--- src/rtl/pattern_serializer.sv ---
// pattern_serializer: frames a parallel word as sync pattern, data MSB-first and even parity on one serial line.
module pattern_serializer #(
  parameter int WIDTH = 8,
  parameter int SYNC_LEN = 4,
  parameter logic [SYNC_LEN-1:0] SYNC = 4'b1101
) (
  input  logic             clk,
  input  logic             reset,
  input  logic [WIDTH-1:0] din,
  input  logic             valid,
  output logic             ready,
  output logic             sout,
  output logic             busy,
  output logic             done
);
  localparam int FL = SYNC_LEN + WIDTH;
  localparam int MX = SYNC_LEN > WIDTH ? SYNC_LEN : WIDTH;
  localparam int CW = MX > 1 ? $clog2(MX) : 1;
  typedef enum logic [1:0] {S_IDLE, S_SYNC, S_DATA, S_PAR} state_t;
  state_t state, state_n;
  logic [CW-1:0] cnt, cnt_n;
  logic [FL-1:0] fr, fr_n;
  logic par, par_n, sout_n, busy_n, done_n;
  assign ready = state == S_IDLE || state == S_PAR;
  // sync and data share one shift register; the counter only marks the phase boundaries
  always_comb begin
    state_n = state;
    cnt_n = cnt;
    fr_n = fr;
    par_n = par;
    sout_n = 1'b0;
    busy_n = 1'b1;
    done_n = 1'b0;
    if (ready && valid) begin
      state_n = S_SYNC;
      cnt_n = CW'(SYNC_LEN - 1);
      fr_n = {SYNC, din} << 1;
      par_n = ^din;
      sout_n = SYNC[SYNC_LEN-1];
    end else if (ready) begin
      state_n = S_IDLE;
      busy_n = 1'b0;
    end else if (state == S_DATA && cnt == '0) begin
      state_n = S_PAR;
      cnt_n = '0;
      sout_n = par;
      done_n = 1'b1;
    end else begin
      sout_n = fr[FL-1];
      fr_n = fr << 1;
      cnt_n = cnt == '0 ? CW'(WIDTH - 1) : cnt - CW'(1);
      state_n = cnt == '0 ? S_DATA : state;
    end
  end
  always_ff @(posedge clk) begin
    if (reset) begin
      state <= S_IDLE;
      cnt <= '0;
      fr <= '0;
      par <= 1'b0;
      sout <= 1'b0;
      busy <= 1'b0;
      done <= 1'b0;
    end else begin
      state <= state_n;
      cnt <= cnt_n;
      fr <= fr_n;
      par <= par_n;
      sout <= sout_n;
      busy <= busy_n;
      done <= done_n;
    end
  end
endmodule

--- config.mk ---
export PLATFORM = sky130hd
export DESIGN_NAME = pattern_serializer
export DESIGN_NICKNAME = d
export VERILOG_FILES = /design/src/rtl/pattern_serializer.sv
export SDC_FILE = /design/constraint.sdc
export NUM_CORES = 1
export LEC_CHECK = 0
export ABC_CLOCK_PERIOD_IN_PS = 3600
export CAP_MARGIN = 25
export CORE_MARGIN = 4
export CORE_UTILIZATION = 54
export DETAILED_ROUTE_END_ITERATION = 7
export PLACE_DENSITY_LB_ADDON = 0.3
export SYNTH_ARGS = -nofsm -noshare
export SYNTH_HDL_FRONTEND = slang
export SYNTH_SLANG_ARGS = --single-unit
--- constraint.sdc ---
create_clock -name clk -period 3.6 [get_ports clk]
set_clock_uncertainty 0.05 [all_clocks]
set_input_delay 0.9 -clock clk [delete_from_list [all_inputs] [get_ports clk]]
set_output_delay 0.9 -clock clk [all_outputs]
set_load 0.005 [all_outputs]
After elaboration in Yosys (flattened, before gate mapping)

Cells that the tools add are included.
Widths: inputs -> output; s select.

Register bits: 20
Bits in latches: 0
RAM bits: 0
Memory bits (read-only): 0
Bits of input ports: 11
Output and inout bits: 4
Word-level logic and storage cells: 46
Memories: 0

Add/sub/neg operators: 1
Multipliers: 0
Div/mod/pow operators: 0
Magnitude comparators: 0
Eq/ne operators: 4
Shifts and indexed selects: 0
Muxes and demuxes: 17
Bitwise logic cells: 2
Reduce and logical (&&, ||, !) cells: 12

Operators with widths:

| cell                | count |
|---|---|
| $mux 12             | 3 |
| $mux 1              | 8 |
| $mux 2              | 4 |
| $reduce_xor 8->1    | 1 |
| $mux 3              | 2 |
| $eq 2x2->1 const B  | 2 |
| $reduce_and 2->1    | 2 |
| $reduce_bool 4->1   | 1 |
| $logic_not 3->1     | 1 |
| $reduce_or 3->1     | 1 |
| $sub 3x1->3 const B | 1 |
| $logic_and 1x1->1   | 2 |
| $logic_not 2->1     | 1 |
| $ne 2x1->1 const B  | 1 |
| $ne 2x2->1 const B  | 1 |
| $not 1->1           | 2 |
| $reduce_bool 2->1   | 1 |
| $reduce_or 2->1     | 1 |
| $logic_or 1x1->1    | 1 |

Depth between registers and ports, before layout

Gate-level depths: netlist (run 1).

Depth after elaboration: 5
Gate-level depth with buffers: 8
Mapped depth without buffers: 6

Worst setup path after synthesis (run 1)

No wires, ideal clock.

Kind: input port to flip-flop
Start: input port reset
End: register done
Setup time: 0.130 ns
Data arrival time: 1.489 ns
Data required time: 3.420 ns
Setup slack: 1.931 ns
Cell stages on the path: 3
Buffers on the path: 2
Cell sequence: clkbuf_1 -> clkbuf_1 -> nor3_1

Word-level cells in the longest chain between the ends: 1

RTL lines:

| what                             | line | text |
|---|---|---|
| start: declaration               | 8    | `input logic reset,` |
| $reduce_or 3->1 (no source line) | n/a  |  |
| end signal: assignment           | 71   | `done <= done_n;` |
| end: declaration                 | 14   | `output logic done` |

Every way passes these cells.
A chain may end at the register's enable or synchronous reset.

Final worst setup path (run 1)

Start: register state[0]
End: output port ready

Word-level cells in the longest chain between the ends: 2
Elaborated cells on any way between the ends: 3
Classes of those cells: eq/ne: 1; reduce/logical: 2

RTL lines:

| what                                                 | line | text |
|---|---|---|
| start: declaration                                   | 20   | `state_t state, state_n;` |
| start signal: assignment                             | 65   | `state <= state_n;` |
| $eq 2x2->1 / $logic_not 2->1 (equally long branches) | 24   | `assign ready = state == S_IDLE \|\| state == S_PAR;` |
| $logic_or 1x1->1 (*)                                 | 24   |  |
| end: declaration                                     | 11   | `output logic ready,` |

Every way passes the cells marked *; elsewhere a longest branch is shown, timed or not.

==> flow_summary.yaml, run 1 <==
synthesis:
  synth_nets: 115
  yosysMostFrequentCell: "dfxtp_1"
  ys_ff_latch: 20
  synth_top_area_share_pct: 44.08
  syn_area_per_cell_um2: 8.994
  async_flop_share_pct: 0
  synthTopCellsByArea: "dfxtp_1 (44%), xnor2_1 (6.7%), a21oi_1 (6.6%), a22oi_1 (5.8%), nand3_1 (4.4%)"
  synth_flop_cell: "dfxtp_1"
  synthTopCellsByCount: "dfxtp_1 (20), a21oi_1 (12), nand3_1 (8)"
  ys.warnings.count: 0
  synth.largest_area_cell: "dfxtp_1"
  synth_area_um2: 908.4
  synth_seq_area_share_pct: 44.08
  synthCells: 101
  ys_types: 21
  synth_edf_count: 0
worst_hold_path:
  hold_class: "register to register"
setup_path:
  cp_data_required_time_ns: 2.65
  cp-end-kind: "output port"
  path_max_fanout: 11
  arrival_ns: 1.72
  critPathKind: "register to output port"
  cp-start-kind: "register"
detailed_routing:
  wl_met1_um: 773
  vias_per_cell: 5.692
  drc: 0
  vias: 740
  met3_length_um: 103
  drtPass1Iterations: 4
  first_iter_violations: 17
  wl_met2_um: 817
  wl_per_cell_um: 13.03
  highest_layer: "met3"
  wl_um: 1694
  ant_nets: 0
layout:
  drive_gt1_share_pct: 5.263
  area_delta_synth_final_pct: 19.70
  fill_cells: 118
  n_antenna_cell: 0
  final_area_mm2: 0.001087
  fin_cells: 130
  fin_nets: 129
global_routing:
  grt_pass1_vias: 660
  antenna_found_initial: 0
  grt_pass1_wl_um: 2773
  grt.total_usage_pct: 14.31
  grt_overflow_total: 0
  grt_max_degree: 19
die:
  die_area_mm2: 0.002402
  row_count: 14
  fp.dieH_um: 49.02
  core_mm2: 0.001541
  dieWidth_um: 49.02
  initial_core_util_pct: 58.93
  io_pins: 15
cts:
  cts_made_buffers: 3
  cts_root_buf: "clkbuf_4"
  cts_resized: 0
  cts.sinks: 20
  clk_pin_slew_ns: 0.12
  clock_latency_ns: 0.30
  postCtsSetupRepairBufs: 0
  cts.path.max_buffers: 2
  ctsHoldBuffers: 0
  cts_tree: "done"
  htreeDepth: 1
power:
  ir_drop_v: 0.0004184
  power_uw: 674.1
  p_leak_nw: 0.4398
  p_per_area_mw_per_mm2: 620.0
sta:
  fin_crit_sh_pct: 74.27
  slew_headroom_pct: 53.24
  slew_viol_final: 0
  period_minus_slack_ns: 2.674
  max_freq_mhz: 374.0
  rsz0062_at_grt: "false"
  setup_slack_ns: 0.9264
  worstMarginPinSlew_ns: 0.7011
  finalSetupViolations: 0
  tns_ns: 0
  hold_violations: 0
placed_design:
  placed_cells: 126
  dpl.hpwl_um: 1246
  placed_area_mm2: 0.001035
  port_buffers: 14
  dp_slack_ns: 1.148
  globalplace.congestion: 0.7276
run_status:
  outcome: "completed"
job:
  drv_cap: 0
[cells in the final DEF, fill, tap and decap left out, drive strengths merged]
cell	Yosys	routed
clkbuf	2	3
o21a	1	1
inv	6	6
bufinv	0	1
a311oi	1	1
a21oi	12	12
nor2	6	6
a211oi	4	4
clkdlybuf4s50	0	14
and2	2	2
xnor2	7	7
nand2b	3	3
dfxtp	20	20
nand3	8	8
nor3	7	7
a22oi	7	7
nand2	6	6
nand3b	1	1
ha	3	3
mux2i	2	2
[final timing paths]
kind	startpoint	to	slack, ns	cells after the start
setup / recovery	state[0]	ready	0.93	3
hold / removal	state[1]	state[1]	0.42	2
setup reg to reg	state[0]	par	1.65	5
hold reg to reg	state[1]	state[1]	0.42	2
[kinds of logic after synthesis]
family	synth area share, %
simple gates	19.15
mux	2.204
buf+inv	6.198
flops	44.08
xor+xnor	6.749
compound gates	17.49
fa+ha+maj	4.133
[final cells by class]
type,instances,area [um2],share of cell area [%]
clock inverters,1,30.03,2.762
clock buffers,3,22.52,2.071
well taps,16,20.02,1.841
inverters,6,22.52,2.071
repair buffers,14,140.1,12.89
flip-flops and latches,20,400.4,36.82
multi-input cells,70,451.7,41.54
[stage by stage]
stage | hold WS (ns) | util [%]
floorplan | 0.3835 | -
finish | 0.4239 | 70.54
global route | 0.4555 | 70.54
global placement | 0.3988 | 67.13
detailed placement | 0.4091 | 67.13
CTS | 0.4259 | 70.54
[power by group]
| group | switching, mW | internal, mW |
|---|---|---|
| clock | 0.0708 | 0.113 |
| combinational | 0.121 | 0.0910 |
| sequential | 0.0190 | 0.260 |
| total | 0.210 | 0.464 |
[state kept, by name, indices dropped and copies added (netlist names)]
name,count
busy,1
cnt,3
done,1
fr,11
par,1
sout,1
state,2
[layer usage]
metal	GRT usage, %	vias up
li1	-	381
met1	18.73	336
met2	22.39	23
met3	3.670	0
met4	5.381	0
met5	0	-
[worst max-delay path: stages (launching register included)]
cell	delay, ns
dfxtp_1	0.35
inv_1	0.04
ha_1	0.46
clkdlybuf4s50_1	0.56
Power figures use the tool's default switching activity.
==> run 2: changes to the inputs <==
--- a/config.mk
+++ b/config.mk
@@ -5,10 +5,10 @@
 export SDC_FILE = /design/constraint.sdc
 export NUM_CORES = 1
 export LEC_CHECK = 0
-export ABC_CLOCK_PERIOD_IN_PS = 3600
+export ABC_CLOCK_PERIOD_IN_PS = 2650
 export CAP_MARGIN = 25
 export CORE_MARGIN = 4
-export CORE_UTILIZATION = 54
+export CORE_UTILIZATION = 50
 export DETAILED_ROUTE_END_ITERATION = 7
 export PLACE_DENSITY_LB_ADDON = 0.3
 export SYNTH_ARGS = -nofsm -noshare
==> constraint.sdc (replaced) <==
create_clock -name clk -period 2.65 [get_ports clk]
set_clock_uncertainty 0.05 [all_clocks]
set_input_delay 0.6625 -clock clk [delete_from_list [all_inputs] [get_ports clk]]
set_output_delay 0.6625 -clock clk [all_outputs]
set_load 0.005 [all_outputs]
==> run 2 against run 1 <==
- sequential power increased by 36%
- combinational power increased by 36%
- highest routed layer is now met4
- design area increased by 0.23%
- sequential cell count unchanged
- worst setup slack got worse by 0.71 ns
- core utilization decreased by 7.4 points
- first-iteration DRC count increased by 18%
- sequential share of layout area decreased by 0.085 points
- routed wire length increased by 0.77%
- largest power group unchanged
- die area increased by 6.7%
- register-to-register slack got worse by 0.70 ns
==> flow_summary.yaml, run 2 (synthesized netlist as in run 1, its figures left out) <==
run_status:
  outcome: "completed"
cts:
  cts_root_buf: "clkbuf_4"
  clock_latency_ns: 0.30
  cts_resized: 0
  postCtsSetupRepairBufs: 0
  cts.sinks: 20
  cts_made_buffers: 3
  ctsHoldBuffers: 0
  htreeDepth: 1
  cts_tree: "done"
  cts.path.max_buffers: 2
  clk_pin_slew_ns: 0.11
layout:
  seq_area_um2: 400.4
  fill_cells: 161
  layout_common_cells: "dfxtp_1 (20), clkdlybuf4s50_1 (14), a21oi_1 (12)"
  n_antenna_cell: 0
  multiInputGateArea_um2: 451.7
  area_delta_synth_final_pct: 19.97
  drive_gt1_share_pct: 6.087
  layout_commonest_cell: "dfxtp_1"
  reg.largest.list: "fr x11, cnt x3, state x2"
  regMostFlops: "fr"
  fin_nets: 130
  largest_register_ffs: 11
  fin_cells: 140
detailed_routing:
  first_iter_violations: 20
  vias_per_cell: 5.271
  wl_um: 1707
  vias: 738
  drtPass1Iterations: 4
  ant_nets: 0
  wl_per_cell_um: 12.19
  drc: 0
die:
  row_count: 15
  dieWidth_um: 50.63
  fp.dieH_um: 50.63
  die_area_mm2: 0.002563
  core_mm2: 0.001727
  initial_core_util_pct: 52.61
  io_pins: 15
sta:
  fin_crit_sh_pct: 91.77
  rsz0062_at_grt: "false"
  period_minus_slack_ns: 2.432
  slew_viol_final: 0
  tns_ns: 0
  hold_slack_ns: 0.4240
  finalSetupViolations: 0
  worstMarginPinSlew_ns: 0.6326
  hold_violations: 0
  setup_slack_ns: 0.2180
  slew_headroom_pct: 57.69
  max_freq_mhz: 411.2
worst_hold_path:
  hold_class: "register to register"
power:
  ir_drop_v: 0.0004764
  p_per_area_mw_per_mm2: 771.6
  p_leak_nw: 0.4378
placed_design:
  placed_cells: 136
  globalplace.congestion: 0.7558
  dp_slack_ns: 0.5453
  port_buffers: 14
  dpl.hpwl_um: 1186
setup_path:
  path_max_fanout: 11
  cp-end-kind: "output port"
  cp-start-kind: "register"
  critPathKind: "register to output port"
  arrival_ns: 1.72
  cp_data_required_time_ns: 1.94
global_routing:
  gr-usage-met3_pct: 5.341
  grt_pass1_wl_um: 2835
  met1_usage_pct: 18.65
  grt.busiest_layer: "met2"
  grt_max_degree: 19
  antenna_found_initial: 0
  grt_overflow_total: 0
  grt_pass1_vias: 646
  gr-usage-met2_pct: 23.26
  grt.total_usage_pct: 14.67
job:
  drv_cap: 0
[run 2: per-layer routing]
| layer | vias up | wire length, um |
|---|---|---|
| li1 | 384 | - |
| met1 | 331 | 763 |
| met2 | 19 | 830 |
| met3 | 4 | 90 |
| met4 | 0 | 22 |
| met5 | - | 0 |
[run 2: where the power goes]
group          switching, mW  total [mW]  internal [mW]
combinational          0.161       0.288          0.128
sequential            0.0264       0.380          0.354
clock                 0.0886       0.173         0.0839
[run 2: final timing paths]
| kind | slack (ns) | end | from | cells past startpoint |
|---|---|---|---|---|
| min | 0.42 | fr[4] | fr[4] | 2 |
| max | 0.22 | ready | state[0] | 3 |
| max reg2reg | 0.95 | fr[3] | state[0] | 6 |
| min reg2reg | 0.42 | fr[4] | fr[4] | 2 |
[run 2: critical path, stage by stage (launching register included)]
cell             delay (ns)
dfxtp_1                0.35
inv_1                  0.05
ha_1                   0.46
clkdlybuf4s50_1        0.56
[run 2: per-stage QoR]
| step | total power, mW | area [um2] | util [%] |
|---|---|---|---|
| 5_1_grt | 0.8979 | 1090 | 63.12 |
| 4_1_cts | 0.8494 | 1090 | 63.12 |
| 3_5_place_dp | 0.6748 | 1054 | 61.01 |
| 2_1_floorplan | 0.6058 | 908.4 | - |
| 6_report | 0.8409 | 1090 | 63.12 |
| 3_3_place_gp | 0.6678 | 1054 | 61.01 |
[run 2: cell type report]
cell class,instances,share of cell area (%)
Clock buffer,4,3.329
Sequential cell,20,36.74
Tap cell,25,2.870
Multi-Input combinational cell,70,41.45
Inverter,6,2.067
Timing Repair Buffer,15,13.55
